**src/rtl/ex_mem_stage.sv**
```systemverilog
// EX/MEM pipeline register with a 2-entry skid buffer, registered in_ready and
// branch resolution. Define EX_MEM_STATS_EN to add stall/retire counters.
module ex_mem_stage #(
    parameter int DATA_W     = 32,
    parameter int REG_ADDR_W = 5
) (
    input  logic                  clk,
    input  logic                  reset,
    input  logic                  flush,
    input  logic                  in_valid,
    output logic                  in_ready,
    input  logic [DATA_W-1:0]     alu_result,
    input  logic                  zero_flag,
    input  logic [REG_ADDR_W-1:0] rd_addr,
    input  logic                  reg_write,
    input  logic                  mem_read,
    input  logic                  mem_write,
    input  logic [DATA_W-1:0]     store_data,
    input  logic                  is_branch,
    input  logic                  br_on_zero,
    input  logic [DATA_W-1:0]     branch_target,
    output logic                  out_valid,
    input  logic                  out_ready,
    output logic [DATA_W-1:0]     out_result,
    output logic [REG_ADDR_W-1:0] out_rd_addr,
    output logic                  out_reg_write,
    output logic                  out_mem_read,
    output logic                  out_mem_write,
    output logic [DATA_W-1:0]     out_store_data,
    output logic                  branch_taken,
    output logic [DATA_W-1:0]     branch_pc
`ifdef EX_MEM_STATS_EN
    ,
    output logic [31:0]           stall_cnt,
    output logic [31:0]           retire_cnt
`endif
);

    localparam int ENTRY_W = 2 * DATA_W + REG_ADDR_W + 3;

    logic [ENTRY_W-1:0] in_entry;
    logic [ENTRY_W-1:0] main_q, main_d, skid_q, skid_d;
    logic               main_valid_q, main_valid_d;
    logic               skid_valid_q, skid_valid_d;
    logic               in_ready_q, in_ready_d;
    logic               branch_taken_q, branch_taken_d;
    logic [DATA_W-1:0]  branch_pc_q, branch_pc_d;
    logic               accept, xfer, br_hit;

    assign in_entry = {alu_result, rd_addr, reg_write, mem_read, mem_write, store_data};
    assign accept   = in_valid & in_ready_q;
    assign xfer     = main_valid_q & out_ready;
    assign br_hit   = accept & is_branch & (zero_flag == br_on_zero);

    always_comb begin
        main_d         = main_q;
        skid_d         = skid_q;
        main_valid_d   = main_valid_q;
        skid_valid_d   = skid_valid_q;
        branch_taken_d = 1'b0;
        branch_pc_d    = branch_pc_q;
        in_ready_d     = in_ready_q;
        if (flush) begin
            // Output fields read as zero while empty after a flush.
            main_d       = '0;
            skid_d       = '0;
            main_valid_d = 1'b0;
            skid_valid_d = 1'b0;
            in_ready_d   = 1'b1;
        end else begin
            if (xfer) begin
                if (skid_valid_q) begin
                    main_d       = skid_q;
                    skid_valid_d = 1'b0;
                end else begin
                    main_valid_d = 1'b0;
                end
            end
            if (accept) begin
                if (!main_valid_q || (xfer && !skid_valid_q)) begin
                    main_d       = in_entry;
                    main_valid_d = 1'b1;
                end else begin
                    skid_d       = in_entry;
                    skid_valid_d = 1'b1;
                end
            end
            // Registered ready: only looks at next-cycle skid occupancy.
            in_ready_d     = !skid_valid_d;
            branch_taken_d = br_hit;
            if (br_hit) begin
                branch_pc_d = branch_target;
            end
        end
    end

    always_ff @(posedge clk) begin
        if (reset) begin
            main_q         <= '0;
            skid_q         <= '0;
            main_valid_q   <= 1'b0;
            skid_valid_q   <= 1'b0;
            in_ready_q     <= 1'b1;
            branch_taken_q <= 1'b0;
            branch_pc_q    <= '0;
        end else begin
            main_q         <= main_d;
            skid_q         <= skid_d;
            main_valid_q   <= main_valid_d;
            skid_valid_q   <= skid_valid_d;
            in_ready_q     <= in_ready_d;
            branch_taken_q <= branch_taken_d;
            branch_pc_q    <= branch_pc_d;
        end
    end

    assign in_ready     = in_ready_q;
    assign out_valid    = main_valid_q;
    assign branch_taken = branch_taken_q;
    assign branch_pc    = branch_pc_q;
    assign {out_result, out_rd_addr, out_reg_write, out_mem_read, out_mem_write,
            out_store_data} = main_q;

`ifdef EX_MEM_STATS_EN
    logic [31:0] stall_cnt_q, stall_cnt_d;
    logic [31:0] retire_cnt_q, retire_cnt_d;

    // Counters reflect the handshake seen on the ports, flush or not.
    always_comb begin
        stall_cnt_d  = stall_cnt_q;
        retire_cnt_d = retire_cnt_q;
        if (main_valid_q && !out_ready) begin
            stall_cnt_d = stall_cnt_q + 32'd1;
        end
        if (xfer) begin
            retire_cnt_d = retire_cnt_q + 32'd1;
        end
    end

    always_ff @(posedge clk) begin
        if (reset) begin
            stall_cnt_q  <= '0;
            retire_cnt_q <= '0;
        end else begin
            stall_cnt_q  <= stall_cnt_d;
            retire_cnt_q <= retire_cnt_d;
        end
    end

    assign stall_cnt  = stall_cnt_q;
    assign retire_cnt = retire_cnt_q;
`endif

endmodule

```
**config.mk**
```make
export PLATFORM = sky130hd
export DESIGN_NAME = ex_mem_stage
export DESIGN_NICKNAME = d
export VERILOG_FILES = /design/src/rtl/ex_mem_stage.sv
export SDC_FILE = /design/constraint.sdc
export NUM_CORES = 1
export LEC_CHECK = 0
export CAP_MARGIN = 20
export CORE_MARGIN = 2
export CORE_UTILIZATION = 35
export CTS_CLUSTER_SIZE = 20
export DETAILED_ROUTE_END_ITERATION = 10
export GPL_TIMING_DRIVEN = 0
export MAX_ROUTING_LAYER = met4
export SKIP_LAST_GASP = 1
export SLEW_MARGIN = 20
export SYNTH_ARGS = -nofsm -noshare
export SYNTH_HDL_FRONTEND = slang
export SYNTH_SLANG_ARGS = --single-unit
```
**constraint.sdc**
```tcl
create_clock -name clk -period 1.4 [get_ports clk]
set_clock_uncertainty 0.2 [all_clocks]
set_input_delay 0.28 -clock clk [delete_from_list [all_inputs] [get_ports clk]]
set_output_delay 0.28 -clock clk [all_outputs]
set_load 0.005 [all_outputs]
```
**After elaboration in Yosys (flattened, before gate mapping)**

Cells that the tools add are included.

- Bits in registers: 180
- Output and inout bits: 107
- Logic and storage cells: 34

- Eq/ne operators: 1
- Muxes and demuxes: 12
- Bitwise gates (word level): 6
- Reductions and logical operators: 8

Operators with widths:

| kind | number |
|---|---|
| 2-to-1 mux 72 bit | 4 |
| 2-to-1 mux 1 bit | 8 |
| bitwise AND 1 bit | 4 |
| AND reduction 2 bit | 2 |
| zero test 1 bit | 3 |
| NOT 1 bit | 2 |
| OR reduction 2 bit | 1 |
| == test 1 bit | 1 |
| logical AND 1 bit | 1 |
| logical OR 1 bit | 1 |

**Logic depth before layout (Yosys ltp)**

- Word-level depth: 7
- Depth in mapped cells: 6
- Depth with buffers taken out: 3

**Least setup slack after synthesis**

No wires, ideal clock.

- Path type: register -> register
- From: register skid_valid_q
- To: register skid_q[10]
- Setup time: 132 ps
- Data arrival time: 1172 ps
- Required time: 1068 ps
- Path slack: -104 ps
- Cell stages (with the launch flop): 6
- Buffers on the path: 2
- Path through: dfxtp_1 and2b_1 buf_2 buf_6 o31ai_1 a21oi_1

- Word-level cells in the longest chain between the ends: 5

RTL lines:

| what | RTL line | text |
|---|---|---|
| start: declaration | 44 | `logic skid_valid_q, skid_valid_d;` |
| start signal: assignment | 110 | `skid_valid_q <= skid_valid_d;` |
| zero test 1 bit | 80 | `if (!main_valid_q \|\| (xfer && !skid_valid_q)) begin` |
| logical AND 1 bit | 80 |  |
| logical OR 1 bit | 80 |  |
| NOT 1 bit (no source line) | - |  |
| AND reduction 2 bit (no source line) | - |  |
| end signal: assignment | 108 | `skid_q <= skid_d;` |
| end: declaration | 42 | `logic [ENTRY_W-1:0] main_q, main_d, skid_q, skid_d;` |

Every way passes these cells.
A chain may end at the register's enable or synchronous reset.

**Final worst setup path**

- From: register skid_valid_q
- To: register main_q[40]

- Word-level cells in the longest chain between the ends: 5
- Elaborated cells between the ends (all ways): 7

RTL lines:

| what | RTL line | text |
|---|---|---|
| zero test 1 bit | 80 |  |
| logical AND 1 bit | 80 |  |
| logical OR 1 bit | 80 |  |
| 2-to-1 mux 72 bit | 80 |  |
| 2-to-1 mux 72 bit (*) | 79 | `if (accept) begin` |
| end signal: assignment | 107 | `main_q <= main_d;` |
| end: declaration | 42 |  |

Mark *: on every way between the ends. The rest lies on a longest branch, timed or not.

==> reports/results.ini <==
[worst_setup_path]
r2r_start=skid_valid_q
cp.required_ns=1.54
worstPathArrival_ns=1.73
cp_slowest_cell=dfxtp_4
cp_cell_sequence=and2b_4, o21ai_4, buf_4, buf_12, a311oi_1
worstReg2RegEnd=main_q[40]
rrSetupSlack_ns=-0.19
critical_path_class=register to register
start_kind=register
crit_path_max_incr_delay_ns=0.36
r2r_cells=5
crit_path_start=skid_valid_q
cp_max_fo=10
crit_family=flip-flops
endpoint_kind=register
path_buf_inv=2

[final_layout]
drive_above_1_share=0.3929
fin_cells=1484
final_common_cell=dfxtp_1
final_cell_mix=dfxtp_1, nand2_1, clkdlybuf4s50_1
areaGrowthSynthToFinish_pct=73.79
n_antenna_cell=0
final_nets=1303

[synthesis]
synth_top_area_frac=0.4569
yosysTopAreaCell=dfxtp_1
synth.area.top_cells=dfxtp_1, a311oi_1, nand2_1, a211oi_1, o31ai_1
synth_seq_cells=180
yosysWarnings=0
synthDistinctLibCells=30
synthesis.nets=1039
post_synth.cell_area_avg_um2=8.507
synth_cells=927
ys_seq_area_frac=0.4569
syn_area_um2=7886

[sta]
hold_violations=0
fin_crit_ns=1.592
slew_violations=0
tightest_slew_ns=0.6436
max-slew-margin-rel=0.5709
setup-violations-final=270
max_freq_mhz=628.3
grt_setup_unrepaired=true
fin_ws_ns=-0.1915
fin_crit_sh=1.137

[floorplan]
pin_count=219
rows=54
die_area_um2=23750
die_y_um=154.1
design.core.area_um2=21960
die-width_um=154.1
start_util=0.3591

[placement]
dp.cells=1424
hpwl_um=19550
gp_congestion=0.8437
place.port_buffers=217

[routing]
vias=8833
drt-total-wl_um=31060
avgViaCountPerCell=5.952
drc=0
dr.pass1.iters=5
antenna_left=0
drt_iter0_markers=571
wl_per_cell_um=20.93

[pwr]
netSwitchingPower_mw=3.512
p_sw_frac=0.2663
p_leak_nw=4.662
total_power_mw=13.19
power_frac_comb=0.167
seqPwrFrac=0.404
pwr-share-clk=0.429
internal_power_mw=9.675
power_density_nw_per_um2=962.2
worst_ir_drop_vdd_v=0.0008888

[hold_path]
hold_class=input port to register
min_from=reset
hold_depth=3
min_to=in_ready

[cts]
cts_tree=done
root_buffer=clkbuf_16
clockBufferDepth=2
clock_latency_ns=0.44
clk_pin_slew_worst_paths_ns=0.07
h-tree-depth=4
cts_sinks=180
numCtsBuffers=17

[grt]
overflow=0
grt_start_max_net_pins=17
antenna_found_initial=0
grtUsageTotal=0.2508
grt_pass1_wl_um=46450
grt_pass1_vias=8556

[status]
violations=setup timing
outcome=complete, but fails checks

[job]
maxCapViolations=0

==> area by class of cell <==
| type | count | area, um2 |
|---|---|---|
| Fill cell | 1840 | 8253 |
| Sequential cell | 180 | 3655 |
| Clock buffer | 19 | 442.9 |
| Timing Repair Buffer | 245 | 2381 |
| Multi-Input combinational cell | 621 | 5283 |
| Buffer | 125 | 1350 |
| Inverter | 1 | 3.754 |
| Tap cell | 280 | 350.3 |
| Clock inverter | 13 | 240.2 |
==> sequential cells by signal (all words and copies together), names as in the netlist <==
register,cells
out_valid,1
skid_q,72
in_ready,1
skid_valid_q,1
branch_pc,32
main_q,72
branch_taken,1
==> worst min-delay path, stage by stage <==
cell,delay [ns]
buf_2,0.16
nor2_1,0.11
o21ai_0,0.09
==> what timing repair did <==
action / CTS / global route
resized for setup: 471 / 316
setup buffers: 9 / 4
endpoints found under the setup margin: 285 / 285
endpoints found under the hold margin: 3 / 0
pin swaps: 9 / 63
hold buffers: 1 / 0
gates cloned: 3 / 13
==> worst max path at each step <==
| stage | end | depth (start not counted) | slack (ns) |
|---|---|---|---|
| 2_1_floorplan | skid_q[10] | 5 | -0.02 |
| 3_3_place_gp | main_q[37] | 5 | -0.92 |
| 3_5_place_dp | main_q[37] | 5 | -0.92 |
| 4_1_cts | skid_q[47] | 6 | -0.16 |
| 5_1_grt | skid_q[27] | 6 | -0.29 |
| 6_report | main_q[40] | 5 | -0.19 |
==> through the flow <==
step	utilization	hold WS (ns)	cell area, um2	setup TNS (ns)	setup WS [ns]
final	0.6242	0.03366	13710	-30.93	-0.1915
after global routing	0.6242	0.02414	13710	-44.83	-0.2876
after CTS	0.5577	0.01351	12250	-31.52	-0.1583
after detailed placement	0.4772	0.2616	10480	-149.22	-0.9188
after global placement	0.4772	0.2558	10480	-146.38	-0.9226
after floorplan	-	0.1949	7956	-0.6626	-0.02062
==> power by group through the flow <==
stage	clock network [mW]	logic, mW	registers (mW)
floorplan	0	0.686	5.44
global placement	0	1.57	5.44
detailed placement	0	1.56	5.44
CTS	5.71	1.80	5.32
global route	5.93	2.32	5.34
finish	5.65	2.20	5.33
==> logic make-up (layout without fill, tap and decap cells) <==
| kind of cell | after synthesis | after routing | share of synthesized area |
|---|---|---|---|
| and+or+nand+nor | 261 | 262 | 0.1564 |
| buffers and inverters | 127 | 403 | 0.07679 |
| xor gates and xnor gates | 2 | 2 | 0.002222 |
| AOI/OAI and AO/OA | 357 | 357 | 0.3076 |
| DFF | 180 | 180 | 0.4569 |
==> metal layers <==
layer  up-vias  GRT usage  wire, um
met5         -          -         0
met4         0    0.07477       731
met3        58    0.06398      2050
met2       344     0.4019     15280
met1      4343     0.3120     13000
li1       4088          -         -
==> Yosys cell counts (all sizes together) <==
library cell  instances
nand4b                1
clkbuf               59
and2                  1
xnor2                 1
and2b                 1
or2                   1
nor3                  2
xor2                  1
nand4                72
o21a                  1
dfxtp               180
a211oi               72
o21ai                34
nand3                33
a21boi                1
and4b                 1
and3                  1
buf                  67
inv                   1
o31ai                72
nand2               145
a21oi               105
nand2b                1
nor2                  2
a311oi               72
No activity file was read; power rests on OpenSTA's default activity.
